`config.mk`:
```
export PLATFORM = sky130hd
export DESIGN_NAME = keccak_state_loader
export DESIGN_NICKNAME = d
export VERILOG_FILES = /design/src/rtl/keccak_state_loader.sv
export SDC_FILE = /design/constraint.sdc
export NUM_CORES = 2
export LEC_CHECK = 0
export CAP_MARGIN = 20
export CELL_PAD_IN_SITES_DETAIL_PLACEMENT = 0
export CELL_PAD_IN_SITES_GLOBAL_PLACEMENT = 1
export CORE_AREA = 8 8 637 639
export CTS_CLUSTER_SIZE = 8
export DETAILED_ROUTE_END_ITERATION = 16
export DIE_AREA = 0 0 645 647
export PLACE_DENSITY = 0.38
export SYNTH_ARGS = -nofsm -noshare
export SYNTH_HDL_FRONTEND = slang
export SYNTH_SLANG_ARGS = --single-unit
```
`constraint.sdc`:
```
create_clock -name clk -period 3.2 [get_ports clk]
set_clock_uncertainty 0.15 [all_clocks]
set_input_delay 0.64 -clock clk [delete_from_list [all_inputs] [get_ports clk]]
set_output_delay 0.64 -clock clk [all_outputs]
set_load 0.05 [all_outputs]
```
`src/rtl/keccak_state_loader.sv`:
```
// -----------------------------------------------------------------------------
// keccak_state_loader
//
// Assembles a Keccak state of DEPTH slices (SLICE_W bits each) from a
// valid/ready slice stream. Slice 0 lands in the LSBs. A completed frame is
// presented on state_out with state_valid until state_ack is seen. A malformed
// frame is dropped and reported with a one-cycle frame_err pulse.
//
// Optional feature (macro KECCAK_LOADER_DRAIN_EN):
//   While the state is FULL it can be overwritten through state_in/state_we.
//   After the ack, the state is streamed back out slice by slice on
//   out_valid/out_ready/out_data/out_last before loading resumes.
//
// Ports
//   clk          clock, rising edge
//   rst          asynchronous reset, active low
//   in_valid     input slice valid
//   in_ready     loader accepts a slice (registered)
//   in_data      input slice
//   in_last      marks the final slice of a frame
//   state_out    assembled state (SLICE_W*DEPTH bits)
//   state_valid  state_out holds a complete frame
//   state_ack    consumer has taken the state (only honoured when FULL)
//   frame_err    one-cycle pulse: frame ended early or ran past DEPTH slices
//   state_in     [drain] replacement state
//   state_we     [drain] write state_in while FULL
//   out_valid    [drain] output slice valid
//   out_ready    [drain] output slice accepted downstream
//   out_data     [drain] output slice
//   out_last     [drain] marks the final output slice
//
// state  | meaning
// -------+-----------------------------------------------------------
// FILL   | accepting slices, idx = next slice position
// FULL   | frame complete, holding state_out until state_ack
// DRAIN  | [drain] streaming state out, idx = slice being presented
// -----------------------------------------------------------------------------
module keccak_state_loader #(
  parameter int SLICE_W = 25,
  parameter int DEPTH   = 64
) (
  input  logic                     clk,
  input  logic                     rst,
  input  logic                     in_valid,
  output logic                     in_ready,
  input  logic [SLICE_W-1:0]       in_data,
  input  logic                     in_last,
  output logic [SLICE_W*DEPTH-1:0] state_out,
  output logic                     state_valid,
  input  logic                     state_ack,
`ifdef KECCAK_LOADER_DRAIN_EN
  input  logic [SLICE_W*DEPTH-1:0] state_in,
  input  logic                     state_we,
  output logic                     out_valid,
  input  logic                     out_ready,
  output logic [SLICE_W-1:0]       out_data,
  output logic                     out_last,
`endif
  output logic                     frame_err
);

  localparam int S     = SLICE_W * DEPTH;
  localparam int IDX_W = (DEPTH > 1) ? $clog2(DEPTH) : 1;
  localparam logic [IDX_W-1:0] LAST_IDX = IDX_W'(DEPTH - 1);

  typedef enum logic [1:0] {
    S_FILL  = 2'd0,
    S_FULL  = 2'd1
`ifdef KECCAK_LOADER_DRAIN_EN
    ,
    S_DRAIN = 2'd2
`endif
  } state_t;

  state_t           state;
  logic [IDX_W-1:0] idx;
  logic [IDX_W-1:0] idx_next;
  logic [S-1:0]     state_reg;
  logic             state_valid_q;
  logic             frame_err_q;
  logic             in_ready_q;
  logic             idx_at_end;
  logic             accept;
`ifdef KECCAK_LOADER_DRAIN_EN
  logic             out_valid_q;
  logic             out_last_q;
`endif

  assign idx_next   = idx + 1'b1;
  assign idx_at_end = (idx == LAST_IDX);
  // in_ready is a flop so it reads 0 during reset and rises on the first
  // edge after release; it tracks "state is FILL" otherwise.
  assign accept     = in_valid && in_ready_q;

  always_ff @(posedge clk or negedge rst) begin
    if (!rst) begin
      state         <= S_FILL;
      idx           <= '0;
      state_reg     <= '0;
      state_valid_q <= 1'b0;
      frame_err_q   <= 1'b0;
      in_ready_q    <= 1'b0;
`ifdef KECCAK_LOADER_DRAIN_EN
      out_valid_q   <= 1'b0;
      out_last_q    <= 1'b0;
`endif
    end else begin
      frame_err_q <= 1'b0;
      case (state)
        S_FILL: begin
          in_ready_q <= 1'b1;
          if (accept) begin
            if (in_last && idx_at_end) begin
              state_reg[SLICE_W*int'(idx) +: SLICE_W] <= in_data;
              state         <= S_FULL;
              state_valid_q <= 1'b1;
              in_ready_q    <= 1'b0;
              idx           <= '0;
            end else if (in_last || idx_at_end) begin
              // Length mismatch: drop this slice, restart at slice 0.
              // Slices already written stay in state_reg.
              frame_err_q <= 1'b1;
              idx         <= '0;
            end else begin
              state_reg[SLICE_W*int'(idx) +: SLICE_W] <= in_data;
              idx <= idx_next;
            end
          end
        end

        S_FULL: begin
`ifdef KECCAK_LOADER_DRAIN_EN
          // A write in the ack cycle still lands, so the drain sees it.
          if (state_we) begin
            state_reg <= state_in;
          end
`endif
          if (state_ack) begin
            state_valid_q <= 1'b0;
            idx           <= '0;
`ifdef KECCAK_LOADER_DRAIN_EN
            state       <= S_DRAIN;
            out_valid_q <= 1'b1;
            out_last_q  <= (DEPTH == 1);
`else
            state       <= S_FILL;
            in_ready_q  <= 1'b1;
`endif
          end
        end

`ifdef KECCAK_LOADER_DRAIN_EN
        S_DRAIN: begin
          if (out_ready) begin
            if (idx_at_end) begin
              state       <= S_FILL;
              out_valid_q <= 1'b0;
              out_last_q  <= 1'b0;
              in_ready_q  <= 1'b1;
              idx         <= '0;
            end else begin
              idx        <= idx_next;
              out_last_q <= (idx_next == LAST_IDX);
            end
          end
        end
`endif

        default: begin
          state      <= S_FILL;
          idx        <= '0;
          in_ready_q <= 1'b1;
        end
      endcase
    end
  end

  assign in_ready    = in_ready_q;
  assign state_out   = state_reg;
  assign state_valid = state_valid_q;
  assign frame_err   = frame_err_q;

`ifdef KECCAK_LOADER_DRAIN_EN
  assign out_valid = out_valid_q;
  assign out_last  = out_last_q;
  assign out_data  = state_reg[SLICE_W*int'(idx) +: SLICE_W];
`endif

endmodule

```
[Word-level counts from Yosys, hierarchy flattened]
Index checks and enable logic that the tools add are counted.
Operators by class
  muxes and demuxes: 24
  equality and inequality tests: 6
  multiply operators: 1
  reductions and logical operators: 9
  $add $sub $neg: 2
  shift-type cells: 2
Operators by type and width (count)
  two-way mux 1600 bit: 2
  bitwise mux 1600 bit: 1
  variable shift 25 x 33 -> 1600 bit (first input constant): 1
  indexed part select 25 x 33 -> 1600 bit: 1
  negation 11 -> 33 bit: 1
  two-way mux 6 bit: 4
  one-hot mux 6 bit (2 select lines): 1
  multiplier 5 x 6 -> 11 bit (first input constant): 1
  two-way mux 1 bit: 10
  != test 2 bit (second input constant): 4
  adder 6 x 1 -> 6 bit (second input constant): 1
  == test 6 bit (second input constant): 1
  two-way mux 2 bit: 3
  AND reduction 3 bit: 2
  one-hot mux 1 bit (2 select lines): 2
  one-hot mux 2 bit (2 select lines): 1
  AND reduction 4 bit: 1
  == test 2 x 1 -> 1 bit (second input constant): 1
  logical AND 1 bit: 2
  logical NOT 2 bit: 1
  AND reduction 2 bit: 1
  nonzero test 2 bit: 1
  logical OR 1 bit: 1
Word-level totals
  bits of input ports: 30
  register bits after elaboration: 1611
  word-level logic and storage cells: 50
  output and inout bits: 1603

[Longest topological paths before layout]
  depth after elaboration: 6
  mapped depth: 13
  gate-level depth less buffers: 10

[Worst setup path before layout]
Ideal clock, no wire load.
  path type: register to register
  from: reg idx[2]
  to: reg state_reg[540], in the netlist state_out[540]
  setup time: 0.125 ns
  clock period less this slack: 3.351 ns
  required time: 2.925 ns
  setup slack: -0.151 ns
  arrival: 3.076 ns
  cell stages (with the launch flop): 14
  cell sequence: dfrtp_1 > buf_2 > and3_1 > nand3_1 > ha_1 > nor4bb_4 > and2_0 > buf_2 > and2_1 > buf_6 > and3_1 > buf_6 > buf_8 > mux2_2
Between the ends
  longest elaborated chain between the ends: 6
  elaborated cells on any way between the ends: 12
Ends and longest elaborated chain
  start: declaration: line 76  | logic [IDX_W-1:0] idx;
  start signal: assignment: line 126  | idx <= idx_next;
  multiplier 5 x 6 -> 11 bit: line 114, 125
  negation 11 -> 33 bit: line 114, 125
  indexed part select 25 x 33 -> 1600 bit or variable shift 25 x 33 -> 1600 bit (tied branches): line 114, 125
  bitwise mux 1600 bit: line 114, 125
  two-way mux 1600 bit: line 119  | end else if (in_last || idx_at_end) begin
  two-way mux 1600 bit: line 113  | if (in_last && idx_at_end) begin
  end signal: indexed assignment: line 114  | state_reg[SLICE_W*int'(idx) +: SLICE_W] <= in_data;
  end signal: indexed assignment: line 125  | state_reg[SLICE_W*int'(idx) +: SLICE_W] <= in_data;
  end: declaration: line 78  | logic [S-1:0] state_reg;
Several ways; a longest one is shown, not always the timed one. The select of a mux whose other input is x is not followed.
A chain may end at the register's enable or synchronous reset.

[Worst setup path after layout]
  from: reg idx[0]
  to: reg state_reg[1146], in the netlist state_out[1146]
Same word-level chain as after synthesis.

==> metrics <==
Final #Nets=6165; post-layout util=0.247; sequential area share after synthesis=0.631; CP endpoint=state_out[1146]; worst reg2reg path depth=15; Worst Setup Start Kind=register; critical path endpoint category=register; Comb power frac=0.229; Post-synth EDFFs=0; clk slew on worst S/H paths=0.06 ns; Die Span Y=647 um; gr ovfl total=0; core area=395000 um^2; Setup Viol. Count Final=1035; IO buf count=1632; placed inst area=89400 um^2; RR Endpoint=state_out[1146]; RSZ-0062 raised after global routing=true; Final Hold Vio Count=0; worst r2r src=idx[0]; Final Max Tran Viols=0; max_slew headroom=0.379; Initial Util=0.162; Worst Path Max Fanout=12; crit path buf inv count=6; routed vias=44000; # IOs=1633; die width=645 um; die area=417000 um^2; Internal=38.5 mW; worst path cell trace=ha_2 > and3_4 > nand3_4 > ha_4 > nor4bb_4 > buf_4 > buf_6 > and2_4 > buf_6 > nand2_8 > buf_12 > nor3_4 > buf_12 > clkbuf_16 > mux2_2; worst-margin pin slew=0.929 ns; Period minus WS final=3.42 ns; pin count of the biggest net entering global routing=112; Crit Path Category=register to register; asr flop ratio synth=1.00; share of layout cells above drive strength 1=0.375; Mapped Cells=4139; number of routed nets with antenna violations=0; Syn. warnings=0; FMAX=0.293 GHz; Distinct cells, synth=56; WP data arrival=4.00 ns; Row Count=231; Layout Cells excl Fill=11400; initial antenna violation count=60; switching power total=19.7 mW; most numerous cell in the Yosys netlist=dfrtp_1; CP Launch Point=idx[0]; number of global-route vias before repair=47700; CTS tree=built; Initial DRC Count=2216; drt total wl=403000 um; setup ws final=-0.216 ns; synthesized area=63800 um^2; drt drc=0; Syn Area/Cell=15.4 um^2; worst reg2reg setup slack=-0.22 ns; synth top area cells=dfrtp_1 63%, mux2_2 26%, mux2_1 2.2%, nor2_1 1.8%, and2_1 1.5%; area leader, netlist=dfrtp_1; placed insts=11100; Critical Path RT=3.78 ns; failing checks=setup timing; routability cong.=0.772; number of buffers created by CTS=228; Worst path top cell family by delay=simple AND/OR/NAND/NOR gates; clock share of power=0.385; DR pass1 iterations=5; post-DP HPWL=304000 um; wire per inst=35.2 um; clk root buf=clkbuf_16; clk buf depth=4; Power Dens Cells=597 nW/um^2; overall power=58.2 mW; setup tns final=-91.64 ns; register bit count reported by yosys=1609; top cell type's share of synthesized area=0.631; Mapped Nets=4176; Post-synth top cells=1609 x dfrtp_1, 1477 x mux2_2, 309 x nor2_1; Max-Cap Viols=0; Max VDD drop=0.000475 V; Clock Latency Late Sink=0.88 ns; detailed-route vias per instance=3.84; global-route wire length before repair=516000 um; Clock Sinks=1609; CP max stage delay=0.37 ns; H-tree depth=4; area growth from synthesis to layout=52.6%; Main synth FF type=dfrtp_1; outcome=finished, violations left; total track usage=0.185; worst min path class=input port to register; design area=97400 um^2; sw frac=0.338; Levels on crit path=15; Flop pwr share=0.386; Static Leak=44.5 nW; Worst path slowest cell=dfrtp_1; Tcrit/Tclk final=1.07
[placed cells by master (no fill, tap or decap), types with 3 or more instances in the layout]
master / n
clkbuf_1: 15
nor3_4: 13
clkinv_2: 3
and2_1: 151
clkdlybuf4s50_1: 1545
and3_4: 5
buf_16: 17
clkbuf_8: 5
and2_4: 6
nor3b_4: 6
mux2_4: 171
nor2_1: 304
buf_12: 151
nand3_4: 27
buf_6: 11
buf_2: 7
clkinv_16: 3
mux2_1: 119
nand4_2: 4
inv_6: 5
or2_4: 5
nor2_4: 8
mux2_2: 1310
dfrtp_1: 1607
inv_1: 5
clkbuf_16: 238
o21ai_0: 7
ha_1: 5
buf_8: 4
nand3_2: 9
diode_2: 30
nand3_1: 6
buf_4: 272
nand2_1: 64
[cell type report]
| class | count | area (um^2) |
|---|---|---|
| well taps | 5242 | 6560 |
| clock buffers | 249 | 5860 |
| clock inverters | 16 | 256 |
| repair buffers | 2018 | 21500 |
| flip-flops and latches | 1609 | 40300 |
| diodes | 30 | 75.1 |
| multi-input cells | 2266 | 22900 |
| inverters | 5 | 18.8 |
| fillers | 41400 | 297000 |
[timing repair]
action,4_1_cts,5_1_grt
setup endpoints to repair,1481,1558
pin swaps,3,8
hold buffers,1,0
resized for setup,145,102
hold endpoints to repair,478,0
buffers inserted,23,14
cloned,16,10
[power groups by stage]
stage                     clock network [mW]  logic, mW  registers [mW]
after floorplan                            0       2.21            27.4
after global placement                     0       13.6            22.7
after detailed placement                   0       13.5            22.8
after CTS                               23.4       13.6            22.4
after global routing                    24.1       13.9            22.6
final                                   22.4       13.3            22.4
[flip-flops by register name (all words and copies together) (netlist names)]
signal,flops
frame_err,1
idx,6
in_ready,1
state_out,1600
state_valid,1
[cells by family after synthesis]
kind of cell	after synthesis	synth area share
mux	1604	0.283
buf+inv	264	0.0245
simple gates	629	0.0570
compound gates	20	0.00239
flops	1609	0.631
xor+xnor	6	0.000824
fa+ha+maj	7	0.00137
[per-layer routing]
| layer | routed length, um | part of all wire | vias up | global-route usage |
|---|---|---|---|---|
| li1 | - | - | 18400 | - |
| met3 | 34300 | 0.085 | 354 | 0.0656 |
| met4 | 10400 | 0.026 | 8 | 0.0445 |
| met2 | 199000 | 0.49 | 1465 | 0.324 |
| met1 | 159000 | 0.39 | 23700 | 0.216 |
| met5 | 55 | 0.00014 | - | 0 |
[tightest hold or removal path, cell delays in order]
cell and delay (ns):
buf_2 0.10, buf_12 0.18, mux2_2 0.17
[through the flow]
stage	worst slack, ns	hold WS (ns)
5_1_grt	-0.353	0.0903
6_report	-0.216	0.127
4_1_cts	-0.270	0.0510
3_5_place_dp	-0.672	0.326
2_1_floorplan	0.00420	0.194
3_3_place_gp	-0.671	0.321
[worst min-delay path by stage]
stage,start,endpoint,slack [ns],cells after the start
detailed placement,state_out[910],state_out[910],0.33,1
CTS,in_data[5],state_out[1405],0.05,3
global placement,state_out[910],state_out[910],0.32,1
floorplan,rst,frame_err,0.19,0
finish,in_data[5],state_out[1405],0.13,3
global route,in_data[5],state_out[1405],0.09,3
Note: power is estimated with default switching activity, not from simulation.
